--- src/rtl/serial_sub_pkg.sv ---
// serial_sub_pkg: shared state encoding and default width for the bit-serial subtractor
package serial_sub_pkg;
    localparam int DEFAULT_WIDTH = 8;
    typedef enum logic [1:0] {IDLE, BUSY, DONE} state_t;
endpackage

--- src/rtl/full_subtractor.sv ---
// full_subtractor: 1-bit combinational cell, d = a - b - bin with borrow out
// Ports: a (minuend bit), b (subtrahend bit), bin (borrow in), d (difference bit), bout (borrow out)
module full_subtractor (
    input  logic a,
    input  logic b,
    input  logic bin,
    output logic d,
    output logic bout
);
    assign d    = a ^ b ^ bin;
    assign bout = (~a & b) | (~(a ^ b) & bin);
endmodule

--- src/rtl/serial_subtractor.sv ---
// serial_subtractor: bit-serial a - b, LSB first, one bit per clock, valid/ready on both sides
// Ports: clk, rst (sync active-high); in_valid/in_ready with operands a, b;
//        out_valid/out_ready with results diff, borrow_out, overflow
module serial_subtractor
    import serial_sub_pkg::*;
#(
    parameter int WIDTH = DEFAULT_WIDTH
) (
    input  logic             clk,
    input  logic             rst,
    input  logic             in_valid,
    output logic             in_ready,
    input  logic [WIDTH-1:0] a,
    input  logic [WIDTH-1:0] b,
    output logic             out_valid,
    input  logic             out_ready,
    output logic [WIDTH-1:0] diff,
    output logic             borrow_out,
    output logic             overflow
);
    localparam int CW = $clog2(WIDTH);

    state_t           r_state, w_next;
    logic [WIDTH-1:0] r_a, r_b, r_diff;
    logic [CW-1:0]    r_cnt;
    logic             r_bor, r_a_msb, r_b_msb, r_bout, r_ovf;
    logic             w_d, w_bout, w_last;

    full_subtractor u_cell (
        .a   (r_a[0]),
        .b   (r_b[0]),
        .bin (r_bor),
        .d   (w_d),
        .bout(w_bout)
    );

    assign w_last     = r_cnt == CW'(WIDTH - 1);
    assign in_ready   = r_state == IDLE;
    assign out_valid  = r_state == DONE;
    assign diff       = r_diff;
    assign borrow_out = r_bout;
    assign overflow   = r_ovf;

    always_comb begin
        w_next = r_state;
        case (r_state)
            IDLE:    w_next = in_valid ? BUSY : IDLE;
            BUSY:    w_next = w_last ? DONE : BUSY;
            DONE:    w_next = out_ready ? IDLE : DONE;
            default: w_next = IDLE;
        endcase
    end

    // r_a doubles as the result register: difference bits enter at the MSB
    // as minuend bits leave at the LSB, so after WIDTH shifts it holds a - b.
    always_ff @(posedge clk) begin
        if (rst) begin
            r_state <= IDLE;
            r_a     <= '0;
            r_b     <= '0;
            r_diff  <= '0;
            r_cnt   <= '0;
            r_bor   <= 1'b0;
            r_a_msb <= 1'b0;
            r_b_msb <= 1'b0;
            r_bout  <= 1'b0;
            r_ovf   <= 1'b0;
        end else begin
            r_state <= w_next;
            if (r_state == IDLE && in_valid) begin
                r_a     <= a;
                r_b     <= b;
                r_bor   <= 1'b0;
                r_cnt   <= '0;
                r_a_msb <= a[WIDTH-1];
                r_b_msb <= b[WIDTH-1];
            end
            if (r_state == BUSY) begin
                r_a   <= {w_d, r_a[WIDTH-1:1]};
                r_b   <= r_b >> 1;
                r_bor <= w_bout;
                if (!w_last) r_cnt <= r_cnt + CW'(1);
                if (w_last) begin
                    r_diff <= {w_d, r_a[WIDTH-1:1]};
                    r_bout <= w_bout;
                    r_ovf  <= (r_a_msb != r_b_msb) & (w_d != r_a_msb);
                end
            end
        end
    end
endmodule

--- config.mk ---
export PLATFORM = sky130hd
export DESIGN_NAME = serial_subtractor
export DESIGN_NICKNAME = d
export VERILOG_FILES = /design/src/rtl/serial_sub_pkg.sv /design/src/rtl/full_subtractor.sv /design/src/rtl/serial_subtractor.sv
export SDC_FILE = /design/constraint.sdc
export NUM_CORES = 1
export LEC_CHECK = 0
export ABC_AREA = 0
export CAP_MARGIN = 30
export CORE_MARGIN = 3
export CORE_UTILIZATION = 40
export CTS_CLUSTER_DIAMETER = 200
export DETAILED_ROUTE_END_ITERATION = 12
export PLACE_DENSITY = 0.73
export SLEW_MARGIN = 40
export SYNTH_ARGS = -nofsm -noshare
export SYNTH_HDL_FRONTEND = slang
export SYNTH_SLANG_ARGS = --single-unit
--- constraint.sdc ---
create_clock -name clk -period 5.1 [get_ports clk]
set_clock_uncertainty 0.2 [all_clocks]
set_input_delay 1.02 -clock clk [delete_from_list [all_inputs] [get_ports clk]]
set_output_delay 1.02 -clock clk [all_outputs]
set_load 0.01 [all_outputs]
# Word-level counts from Yosys, hierarchy flattened
# Index checks and enable logic that the tools add are counted.
[totals]
out_inout_bits = 12
input_bits = 20
register_bits = 34
[classes]
n_reduce_logical = 5
bitwise_logic = 8
n_mux = 13
eq_ne = 5
n_addsub = 1
[ops]
columns = ["operator", "count"]
rows = [
  ["8-bit 2-to-1 mux", 2],
  ["7-bit 2-to-1 mux", 2],
  ["3-bit 2-to-1 mux", 3],
  ["2-bit case mux with 3 select lines", 1],
  ["2-bit 2-to-1 mux", 2],
  ["3-bit by 1-bit adder with 3-bit output, second input constant", 1],
  ["1-bit AND", 3],
  ["3-bit equality test, second input constant", 1],
  ["1-bit 2-to-1 mux", 3],
  ["2-bit by 1-bit equality test with 1-bit output, second input constant", 1],
  ["2-bit equality test, second input constant", 1],
  ["2-bit logical NOT", 1],
  ["1-bit != test", 2],
  ["1-bit inverter", 2],
  ["2-bit AND reduction", 1],
  ["2-bit nonzero test", 1],
  ["2-bit OR reduction", 1],
  ["1-bit bitwise XOR", 2],
  ["1-bit logical AND", 1],
  ["1-bit bitwise OR", 1],
]

# Depth between registers and ports, before layout
[logic_depth]
ltp_word = 5
depth_mapped = 6
ltp_nobuf = 5

# Cells and area by module
# From an unflattened synthesis, not the netlist that was laid out.
[hier_totals]
hier_cells = 182
area_unflattened_um2 = 1592.8
[modules_own_cells]
columns = ["module", "instances", "seq_area_each_um2", "cells_per_inst", "area_per_inst_um2"]
rows = [
  ["serial_subtractor", 1, 680.7, 178, 1561.5],
  ["full_subtractor", 1, 0.0, 4, 31.3],
]

# Least setup slack after synthesis
# Ideal clock, no wire load.
[synth_path]
path_type = "input to register"
start = "in in_valid"
end = "reg r_cnt[0]"
stages = 4
slack_ps = 3115
n_path_buf = 1
arrival_time_ps = 1654
setup_time_ps = 131
path_cell_list = "or3b_1 > clkbuf_2 > o211ai_1 > a21oi_2"
[synth_between]
elab_chain_len = 4
[synth_rtl]
columns = ["element", "line", "rtl"]
rows = [
  ["start, declared", "serial_subtractor.sv:11", "input logic in_valid,"],
  ["1-bit logical AND (*)", "serial_subtractor.sv:70", "if (r_state == IDLE && in_valid) begin"],
  ["3-bit 2-to-1 mux (*)", "serial_subtractor.sv:70", ""],
  ["3-bit 2-to-1 mux", "serial_subtractor.sv:82", "if (!w_last) r_cnt <= r_cnt + CW'(1);"],
  ["3-bit 2-to-1 mux (*)", "serial_subtractor.sv:78", "if (r_state == BUSY) begin"],
  ["end signal, assigned", "serial_subtractor.sv:82", ""],
  ["end, declared", "serial_subtractor.sv:25", "logic [CW-1:0] r_cnt;"],
]
# Every way passes the cells marked *; elsewhere a longest branch is shown, timed or not.
# A chain may end at the register's enable or synchronous reset.

# Worst setup path after layout
[layout_path]
start = "reg r_state[1]"
end = "out out_valid"
[layout_between]
elab_chain_len = 1
[layout_rtl]
columns = ["element", "line", "rtl"]
rows = [
  ["start, declared", "serial_subtractor.sv:23", "state_t r_state, w_next;"],
  ["start signal, assigned", "serial_subtractor.sv:69", "r_state <= w_next;"],
  ["2-bit equality test", "serial_subtractor.sv:39", "assign out_valid = r_state == DONE;"],
  ["end, declared", "serial_subtractor.sv:15", "output logic out_valid,"],
]
# No other way between the ends.

==> impl_metrics.ini <==
[setup_path]
path_buf_inv = 1
cp.arrival_ns = 1.55
rrSetupSlack_ns = 3.16
endpoint = out_valid
crit_path_start = r_state[1]
timing.rr.start = r_state[0]
path_cells = nor2b_1 > clkdlybuf4s50_1
reg2reg_depth = 3
path_max_fanout = 11
slowest_delay_ns = 0.56
cp.required_ns = 3.88
start_kind = flop
cp_top_family = buffers and inverters
timing.rr.end = r_b[0]
cp_num_cells = 2
slowest_stage = clkdlybuf4s50_1
setup.worst_path.class = flop to output port
endpoint_kind = output port

[cts]
clock_path_buffers = 2
cts_resized = 0
cts_buffers = 5
cts_tree = done
cts.sinks = 34
cts_hold_buf = 0
path_clk_slew_ns = 0.07
clkLatencyLatePin_ns = 0.28
root_buffer = clkbuf_8
post-cts-setup-buffers = 0
h-tree-depth = 2

[floorplanning]
core_mm2 = 0.00347
fp-row-count = 21
die_width_um = 67.1
pin_count = 32
start_util_pct = 43.0
die_area_mm2 = 0.00450
chipHeight_um = 67.1

[power]
p_sw_share_pct = 25.1
share_comb_of_total_power_pct = 13.1
powerDensity_mw_per_mm2 = 303
p_switching_mw = 0.142
vdd.ir_drop.worst_mv = 0.207
power.internal_mw = 0.425
power_mw = 0.567
leakage_nw = 0.699
p_seq_share_pct = 51.4
clockPowerShare_pct = 35.5

[routing]
drtAntennaViolNets = 0
first_iter_violations = 144
routed_wirelength_um = 3080
vias = 1239
drc = 0
post_drt_wl_per_cell_um = 12.3
dr.pass1.iters = 4
vias_per_cell = 4.96

[grt]
grt.total_usage_pct = 15.3
grt-ovfl-total = 0
antenna_found_initial = 0
first_global_vias = 1147
grt_max_degree = 35
grt_pass1_wl_um = 5130

[yosys]
ys_seq_area_share_pct = 45.6
ys_ff_latch = 34
yosys_most_used_dff = dfxtp_1
synth_most_common_cell = nand2_1
ys_warn_count = 0
netlist_area_mm2 = 0.00149
postSynthAreaPerCell_um2 = 8.39
synth_edf_count = 0
synth_top_area_share_pct = 45.6
ys_top_cells_by_area = dfxtp_1 46%, a21oi_1 9.7%, nand2_1 9.6%, a211oi_1 7.5%, nor2_1 4.8%
syn_nets = 202
synth_cells = 178
synth_area_leader_cell = dfxtp_1
synthArstFlopShare_pct = 0
synthDistinctLibCells = 29
synth_common_cells = 38 x nand2_1, 34 x dfxtp_1, 29 x a21oi_1, 19 x nor2_1, 15 x a211oi_1

[timing]
hold_viol = 0
drv_slew = 0
tightestPinTransition_ns = 0.632
period_minus_slack_ns = 2.77
rsz0062_at_grt = no
fmax_mhz = 361
relSlewSlack_pct = 57.6
fin_tns_setup_ns = 0
post-route-period-util_pct = 54.3
fin_ws_ns = 2.33
setup-violations-final = 0

[finish]
fill_cells = 344
nets = 227
stdcell_count = 250
n_antenna_cell = 0
drive_gt1_share_pct = 6.37
final_util_pct = 53.9
synthToLayoutAreaGrowth_pct = 25.3

[placed_design]
dp_hpwl_um = 2020
dp_slack_ns = 2.47
gp_congestion = 0.728
numPortBuffers = 31
dp_cells = 242

[min_path]
min_path_type = flop to flop

[outcome]
status = complete, no violations

[run]
drv_cap = 0
-- final cells by class --
class	instances	area, um2	area share (%)
multi-input combinational	128	716	38.3
sequential	34	681	36.4
timing repair buffer	32	318	17.0
clock buffer	7	86.3	4.62
tap	46	57.6	3.08
inverter	2	7.51	0.401
clock inverter	1	5.00	0.268
-- how the worst min path moves through the flow --
stage	slack, ns	cells past startpoint	endpoint	start
floorplan	0.24	2	r_b[7]	r_b[7]
global placement	0.24	2	diff[3]	diff[3]
detailed placement	0.25	2	diff[1]	diff[1]
CTS	0.26	2	diff[1]	diff[1]
global route	0.28	2	diff[3]	diff[3]
finish	0.25	2	diff[1]	diff[1]
-- power groups by stage --
stage          logic, mW  registers [mW]  clock network (mW)
2_1_floorplan     0.0557           0.293                   0
3_3_place_gp      0.0734           0.297                   0
3_5_place_dp      0.0741           0.297                   0
4_1_cts           0.0749           0.291               0.209
5_1_grt           0.0832           0.293               0.220
6_report          0.0743           0.291               0.201
-- sequential cells by signal (all words and copies together) (netlist names) --
name        flops
r_b             8
r_state         2
r_a             8
r_cnt           3
borrow_out      1
r_a_msb         1
overflow        1
r_b_msb         1
diff            8
r_bor           1
-- per-stage QoR --
stage / instance area (um2) / hold WS (ns)
after floorplan: 1490 / 0.237
after global placement: 1780 / 0.244
after detailed placement: 1780 / 0.248
after CTS: 1870 / 0.257
after global routing: 1870 / 0.284
final: 1870 / 0.253
-- tightest hold or removal path: cells and delay by family, from the launching register on --
kind	cells	cell delay, ns
AO/OA/AOI/OAI	1	0.05
AND/OR/NAND/NOR	1	0.05
flip-flops	1	0.31
-- layer usage --
| metal | vias to the layer above | wire, um | track usage [%] |
|---|---|---|---|
| met5 | - | 0 | 0 |
| met4 | 0 | 13 | 4.56 |
| met3 | 2 | 196 | 6.24 |
| met2 | 39 | 1370 | 23.4 |
| met1 | 540 | 1490 | 19.5 |
| li1 | 658 | - | - |
-- cells by family (layout without fill, tap and decap cells) --
kind of cell	count (synthesis)	after routing	share of synthesized area, %
adders and majority gates	4	4	3.86
and+or+nand+nor	74	74	22.6
DFF	34	34	45.6
buffers and inverters	16	42	6.62
AOI/OAI and AO/OA	50	50	21.3
-- cells in the final DEF, fill, tap and decap left out, types with 2 or more instances in the layout --
cell             instances
a211oi_1                15
a21oi_1                 29
and3b_1                  2
clkbuf_8                 6
clkdlybuf4s50_1         31
dfxtp_1                 34
ha_1                     3
inv_1                    2
nand2_1                 38
nand2b_1                 2
nand3_1                  2
nand3b_1                 3
nor2_1                  19
nor3b_1                  2
(Power assumes the default switching activity.)
